### config.mk
export PLATFORM = sky130hd
export DESIGN_NAME = sram_ctrl
export DESIGN_NICKNAME = d
export VERILOG_FILES = /design/src/rtl/sram_pkg.sv /design/src/rtl/sram_array.sv /design/src/rtl/sram_ctrl.sv
export SDC_FILE = /design/constraint.sdc
export NUM_CORES = 2
export LEC_CHECK = 0
export CORE_ASPECT_RATIO = 2
export CORE_MARGIN = 8
export CORE_UTILIZATION = 37
export CTS_BUF_LIST = sky130_fd_sc_hd__clkbuf_16
export DETAILED_ROUTE_END_ITERATION = 8
export MAX_ROUTING_LAYER = met4
export PLACE_DENSITY = 0.62
export SLEW_MARGIN = 15
export SYNTH_ARGS = -nofsm -noshare
export SYNTH_HDL_FRONTEND = slang
export SYNTH_SLANG_ARGS = --single-unit
export TNS_END_PERCENT = 5
### constraint.sdc
create_clock -name clk -period 6.25 [get_ports clk]
set_input_delay 1.875 -clock clk [delete_from_list [all_inputs] [get_ports clk]]
set_output_delay 1.875 -clock clk [all_outputs]
set_load 0.005 [all_outputs]
### src/rtl/sram_pkg.sv
// rtl/sram_pkg.sv - shared state type and clear-counter sizing for sram_ctrl
package sram_pkg;

  typedef enum logic {S_CLEAR, S_READY} state_t;

  // One spare bit so the sweep counter can index DEPTH = 2**addr_bits without wrapping
  function automatic int clear_cnt_bits(int addr_bits);
    return addr_bits + 1;
  endfunction

endpackage

### src/rtl/sram_array.sv
// rtl/sram_array.sv - N x DEPTH storage, one synchronous write and one read-first read port
module sram_array #(
  parameter int N         = 8,
  parameter int ADDR_BITS = 8,
  parameter int DEPTH     = 2**ADDR_BITS
) (
  input  logic                 clk,
  input  logic                 we,
  input  logic                 re,
  input  logic [ADDR_BITS-1:0] addr,
  input  logic [N-1:0]         wdata,
  output logic [N-1:0]         rdata
);

  logic [N-1:0] mem [DEPTH];

  // Read samples the pre-edge contents, so a same-edge write is not seen
  always_ff @(posedge clk) begin
    if (we) mem[addr] <= wdata;
    if (re) rdata <= mem[addr];
  end

endmodule

### src/rtl/sram_ctrl.sv
// rtl/sram_ctrl.sv - handshaked data SRAM controller with post-reset clear sweep
module sram_ctrl
  import sram_pkg::*;
#(
  parameter int N              = 8,
  parameter int ADDR_BITS      = 8,
  parameter int DEPTH          = 2**ADDR_BITS,
  parameter int CLEAR_ON_RESET = 1
) (
  input  logic                 clk,
  input  logic                 rst,
  input  logic                 SRAM_readEnable,
  input  logic                 SRAM_writeEnable,
  input  logic [ADDR_BITS-1:0] SRAM_address,
  input  logic [N-1:0]         SRAM_data_in,
  output logic [N-1:0]         SRAM_data,
  output logic                 SRAM_dataValid,
  output logic                 SRAM_ready,
  output logic                 SRAM_error
);

  localparam int CNT_W = clear_cnt_bits(ADDR_BITS);
  localparam logic [CNT_W-1:0] DEPTH_L = CNT_W'(DEPTH);

  state_t           state;
  logic [CNT_W-1:0] clear_cnt;
  logic             zero_q;
  logic [N-1:0]     arr_rdata;

  logic                 clearing, accept, in_range, arr_we, arr_re;
  logic [ADDR_BITS-1:0] arr_addr;
  logic [N-1:0]         arr_wdata;

  assign clearing  = (state == S_CLEAR);
  assign accept    = SRAM_ready && (state == S_READY);
  assign in_range  = {1'b0, SRAM_address} < DEPTH_L;
  assign arr_we    = clearing || (accept && SRAM_writeEnable && in_range);
  assign arr_re    = accept && SRAM_readEnable && in_range;
  assign arr_addr  = clearing ? clear_cnt[ADDR_BITS-1:0] : SRAM_address;
  assign arr_wdata = clearing ? '0 : SRAM_data_in;

  sram_array #(.N(N), .ADDR_BITS(ADDR_BITS), .DEPTH(DEPTH)) u_array (
    .clk   (clk),
    .we    (arr_we),
    .re    (arr_re),
    .addr  (arr_addr),
    .wdata (arr_wdata),
    .rdata (arr_rdata)
  );

  // zero_q masks the array register after reset and after an out-of-range read
  assign SRAM_data = zero_q ? '0 : arr_rdata;

  always_ff @(posedge clk or posedge rst) begin
    if (rst) begin
      state          <= (CLEAR_ON_RESET != 0) ? S_CLEAR : S_READY;
      clear_cnt      <= '0;
      zero_q         <= 1'b1;
      SRAM_dataValid <= 1'b0;
      SRAM_ready     <= 1'b0;
      SRAM_error     <= 1'b0;
    end else begin
      case (state)
        S_CLEAR: begin
          clear_cnt      <= clear_cnt + CNT_W'(1);
          SRAM_dataValid <= 1'b0;
          SRAM_error     <= 1'b0;
          if (clear_cnt == DEPTH_L - CNT_W'(1)) begin
            state      <= S_READY;
            SRAM_ready <= 1'b1;
          end
        end
        S_READY: begin
          SRAM_ready     <= 1'b1;
          SRAM_dataValid <= accept && SRAM_readEnable;
          SRAM_error     <= accept && (SRAM_readEnable || SRAM_writeEnable) && !in_range;
          if (accept && SRAM_readEnable) zero_q <= !in_range;
        end
        default: state <= S_READY;
      endcase
    end
  end

endmodule

==> impl_metrics.sql <==
INSERT INTO impl_metrics (metric_group, metric, value, unit) VALUES
('outcome', 'run_status', 'finished, final reports clean', ''),
('sta', 'rsz_0062_raised_after_global_routing', 'no', ''),
('worst_setup_path', 'cp-startpoint', 'SRAM_address[1]', ''),
('worst_setup_path', 'critPathCapture', 'u_array.rdata[2]$_DFFE_PP_', ''),
('worst_setup_path', 'reg2reg_from', 'state$_DFF_PP0_', ''),
('sta', 'clock_skew', '0.0239', 'ns'),
('worst_setup_path', 'reg2reg_to', 'u_array.rdata[2]$_DFFE_PP_', ''),
('synth', 'synthCells', '3782', ''),
('synth', 'dominant_combinational_cell_family_by_area_after_synthesis', 'multiplexers', ''),
('worst_setup_path', 'reg2regPathDepth', '9', ''),
('sta', 'fin_worst_hold_slack', '0.487', 'ns'),
('clock_tree', 'postCtsSetupRepairBufs', '0', ''),
('synth', 'post_synth_mux_area_share', '0.143', ''),
('routing', 'antenna_left', '0', ''),
('synth', 'synth_seq_area_share', '0.779', ''),
('layout', 'drive_gt1_frac', '0.258', ''),
('worst_setup_path', 'worstSetupStartpointType', 'primary input', ''),
('synth', 'syn_nets', '3804', ''),
('synth', 'asyncSetResetFlopFracSynth', '0.00628', ''),
('clock_tree', 'cts.hold.buffers_added', '0', ''),
('power', 'p_int', '0.0215', 'W'),
('synth', 'yosys_register_bits', '2069', ''),
('worst_setup_path', 'timing.critical_path.fanout_max', '54', ''),
('layout', 'most_frequent_standard_cell_in_the_layout_excluding_fill_and_tap_cells', 'sky130_fd_sc_hd__edfxtp_1', ''),
('global_routing', 'largest_net_degree_at_the_start_of_global_routing', '146', ''),
('power', 'sequentialPowerShare', '0.567', ''),
('floorplanning', 'floorplan.initialDensity', '0.371', ''),
('worst_setup_path', 'worst-endpoint-required', '6.81', 'ns'),
('floorplanning', 'floorplan.core_area', '0.215', 'mm²'),
('routing', 'routedWlPerCell', '27.6', 'µm'),
('clock_tree', 'clock-sinks', '2069', ''),
('floorplanning', 'die_x', '344', 'µm'),
('clock_tree', 'tritoncts_clock_tree', 'yes', ''),
('flow_run', 'drv.max_cap_violation_count', '0', ''),
('sta', 'setup-violations-final', '0', ''),
('worst_setup_path', 'setup.worst_path.end_class', 'flop', ''),
('power', 'irDropWorstVdd', '0.263', 'mV'),
('min_path', 'hold_class', 'reg2reg', ''),
('sta', 'final_count_of_pins_violating_max_slew', '0', ''),
('clock_tree', 'clk_transition_reported_paths', '0.06', 'ns'),
('min_path', 'holdCritStartpoint', 'clear_cnt[8]$_DFFE_PP0N_', ''),
('synth', 'synth_top_cell_by_area', 'sky130_fd_sc_hd__edfxtp_1', ''),
('clock_tree', 'cts-root-to-sink-buffers', '3', ''),
('synth', 'yosys.area_share.xor_xnor', '0.000769', ''),
('routing', 'drt-initial-drc-count', '4204', ''),
('synth', 'synth_edf_count', '2056', ''),
('global_routing', 'globalRouteTotalUtil', '0.171', ''),
('floorplanning', 'chipHeight', '672', 'µm'),
('global_routing', 'vias_in_the_first_global_route', '40400', ''),
('clock_tree', 'postCtsResizedCells', '0', ''),
('synth', 'biggest_area_contributors_in_the_synthesized_netlist', 'sky130_fd_sc_hd__edfxtp_1 77%, sky130_fd_sc_hd__mux4_2 12%, sky130_fd_sc_hd__mux2i_1 2.0%', ''),
('sta', 'period_share', '0.828', ''),
('sta', 'finalHoldViolations', '0', ''),
('layout', 'most_frequent_cells_in_the_layout', '2056 x sky130_fd_sc_hd__edfxtp_1, 432 x sky130_fd_sc_hd__mux4_2, 340 x sky130_fd_sc_hd__buf_4', ''),
('synth', 'yosysWarnings', '0', ''),
('floorplanning', 'fp.dieArea', '0.231', 'mm²'),
('sta', 'worst_slew_margin_rel', '0.184', ''),
('power', 'share_comb_of_total_power', '0.001', ''),
('routing', 'via_per_inst', '5.58', ''),
('routing', 'post-route-drc-count', '0', ''),
('synth', 'synthSimpleGateAreaFrac', '0.0272', ''),
('synth', 'synth-main-ff-cell', 'sky130_fd_sc_hd__edfxtp_1', ''),
('synth', 'synthesis.area', '0.0797', 'mm²'),
('synth', 'netlist-cell-type-count', '48', ''),
('routing', 'dr_total_vias', '39700', ''),
('placement', 'placement.io_buffers', '29', ''),
('sta', 'timing.fmax', '193', 'MHz'),
('clock_tree', 'clock_buffers_created_by_tritoncts', '182', ''),
('power', 'p_leak', '25.0', 'nW'),
('global_routing', 'grt_first_pass_wirelength', '283000', 'µm'),
('routing', 'routed_wl', '196000', 'µm');
==> area by class of cell <==
| type | count | area (µm²) |
|---|---|---|
| fill | 18200 | 123000 |
| timing repair buffer | 406 | 3580 |
| antenna | 1 | 2.50 |
| sequential | 2069 | 62100 |
| clock inverter | 148 | 1420 |
| multi-input combinational | 1494 | 16700 |
| inverter | 4 | 15.0 |
| tap | 2794 | 3500 |
| clock buffer | 186 | 4650 |
==> power by group through the flow <==
stage / registers, W / clock network (W) / logic (W)
floorplan: 0.0153 / 0 / 0.00000272
global placement: 0.0153 / 0 / 0.0000205
detailed placement: 0.0153 / 0 / 0.0000206
CTS: 0.0150 / 0.0117 / 0.0000209
global route: 0.0150 / 0.0121 / 0.0000220
finish: 0.0150 / 0.0115 / 0.0000209
==> critical path, stage by stage <==
cell and delay [ns]:
sky130_fd_sc_hd__clkdlybuf4s50_1 0.56, sky130_fd_sc_hd__mux2_8 0.55, sky130_fd_sc_hd__buf_4 0.29, sky130_fd_sc_hd__buf_12 0.23
sky130_fd_sc_hd__buf_12 0.24, sky130_fd_sc_hd__mux4_2 0.31, sky130_fd_sc_hd__a22oi_1 0.49, sky130_fd_sc_hd__a41oi_1 0.51
sky130_fd_sc_hd__a2111o_1 0.48
==> sequential cells by signal (all words and copies together) (netlist names) <==
name / cells
clear_cnt: 9
state: 1
u_array.rdata: 8
u_array.mem: 2048
zero_q: 1
SRAM_dataValid: 1
SRAM_ready: 1
==> metal layers <==
layer | track usage | up-vias | share of wire
met4 | 0.0613 | 0 | 0.038
met5 | - | - | 0
li1 | - | 16600 | -
met3 | 0.0280 | 387 | 0.068
met2 | 0.275 | 1637 | 0.50
met1 | 0.221 | 21000 | 0.40
==> kinds of logic after synthesis <==
| group | after synthesis |
|---|---|
| flip-flops | 2069 |
| multiplexers | 599 |
| AND/OR/NAND/NOR | 505 |
| AO/OA/AOI/OAI | 380 |
| buffers and inverters | 219 |
| XOR/XNOR | 7 |
| adder cells (fa/ha/maj) | 2 |
| other | 1 |
==> synthesized netlist by cell type (6+ instances only) <==
library cell / number
sky130_fd_sc_hd__dfrtp_1: 12
sky130_fd_sc_hd__edfxtp_1: 2056
sky130_fd_sc_hd__or3b_2: 6
sky130_fd_sc_hd__mux2i_1: 162
sky130_fd_sc_hd__buf_1: 19
sky130_fd_sc_hd__o221ai_1: 8
sky130_fd_sc_hd__clkbuf_1: 93
sky130_fd_sc_hd__o21ai_0: 16
sky130_fd_sc_hd__nor2b_1: 10
sky130_fd_sc_hd__o31a_1: 8
sky130_fd_sc_hd__and2_1: 8
sky130_fd_sc_hd__buf_6: 7
sky130_fd_sc_hd__nor2_1: 273
sky130_fd_sc_hd__xnor2_1: 6
sky130_fd_sc_hd__nand4_1: 32
sky130_fd_sc_hd__buf_2: 76
sky130_fd_sc_hd__a221oi_1: 80
sky130_fd_sc_hd__a41oi_1: 8
sky130_fd_sc_hd__buf_4: 20
sky130_fd_sc_hd__a22oi_1: 200
sky130_fd_sc_hd__nand3_1: 6
sky130_fd_sc_hd__nand3b_1: 6
sky130_fd_sc_hd__a2111o_1: 8
sky130_fd_sc_hd__nand2_1: 137
sky130_fd_sc_hd__and4_1: 8
sky130_fd_sc_hd__o41ai_1: 8
sky130_fd_sc_hd__a21oi_1: 32
sky130_fd_sc_hd__nor4_1: 8
sky130_fd_sc_hd__mux4_2: 432
==> how the worst min path moves through the flow <==
stage                                     to  cells past startpoint  slack (ns)
global placement    clear_cnt[8]$_DFFE_PP0N_                      2        0.47
global route        clear_cnt[8]$_DFFE_PP0N_                      2        0.53
detailed placement  clear_cnt[8]$_DFFE_PP0N_                      2        0.47
finish              clear_cnt[8]$_DFFE_PP0N_                      2        0.49
floorplan           clear_cnt[8]$_DFFE_PP0N_                      2        0.45
CTS                 clear_cnt[8]$_DFFE_PP0N_                      2        0.49
==> metrics by stage <==
step	std cells	utilization	cell area, µm²	setup WS (ns)	total power (W)
global route	7102	0.428	92000	1.02	0.0271
global placement	6765	0.400	85900	0.265	0.0153
detailed placement	6766	0.400	85900	0.227	0.0153
finish	7102	0.428	92000	1.07	0.0265
CTS	7100	0.428	91900	1.12	0.0267
floorplan	3782	-	79700	0.281	0.0153
Note: power is estimated with default switching activity, not from simulation.
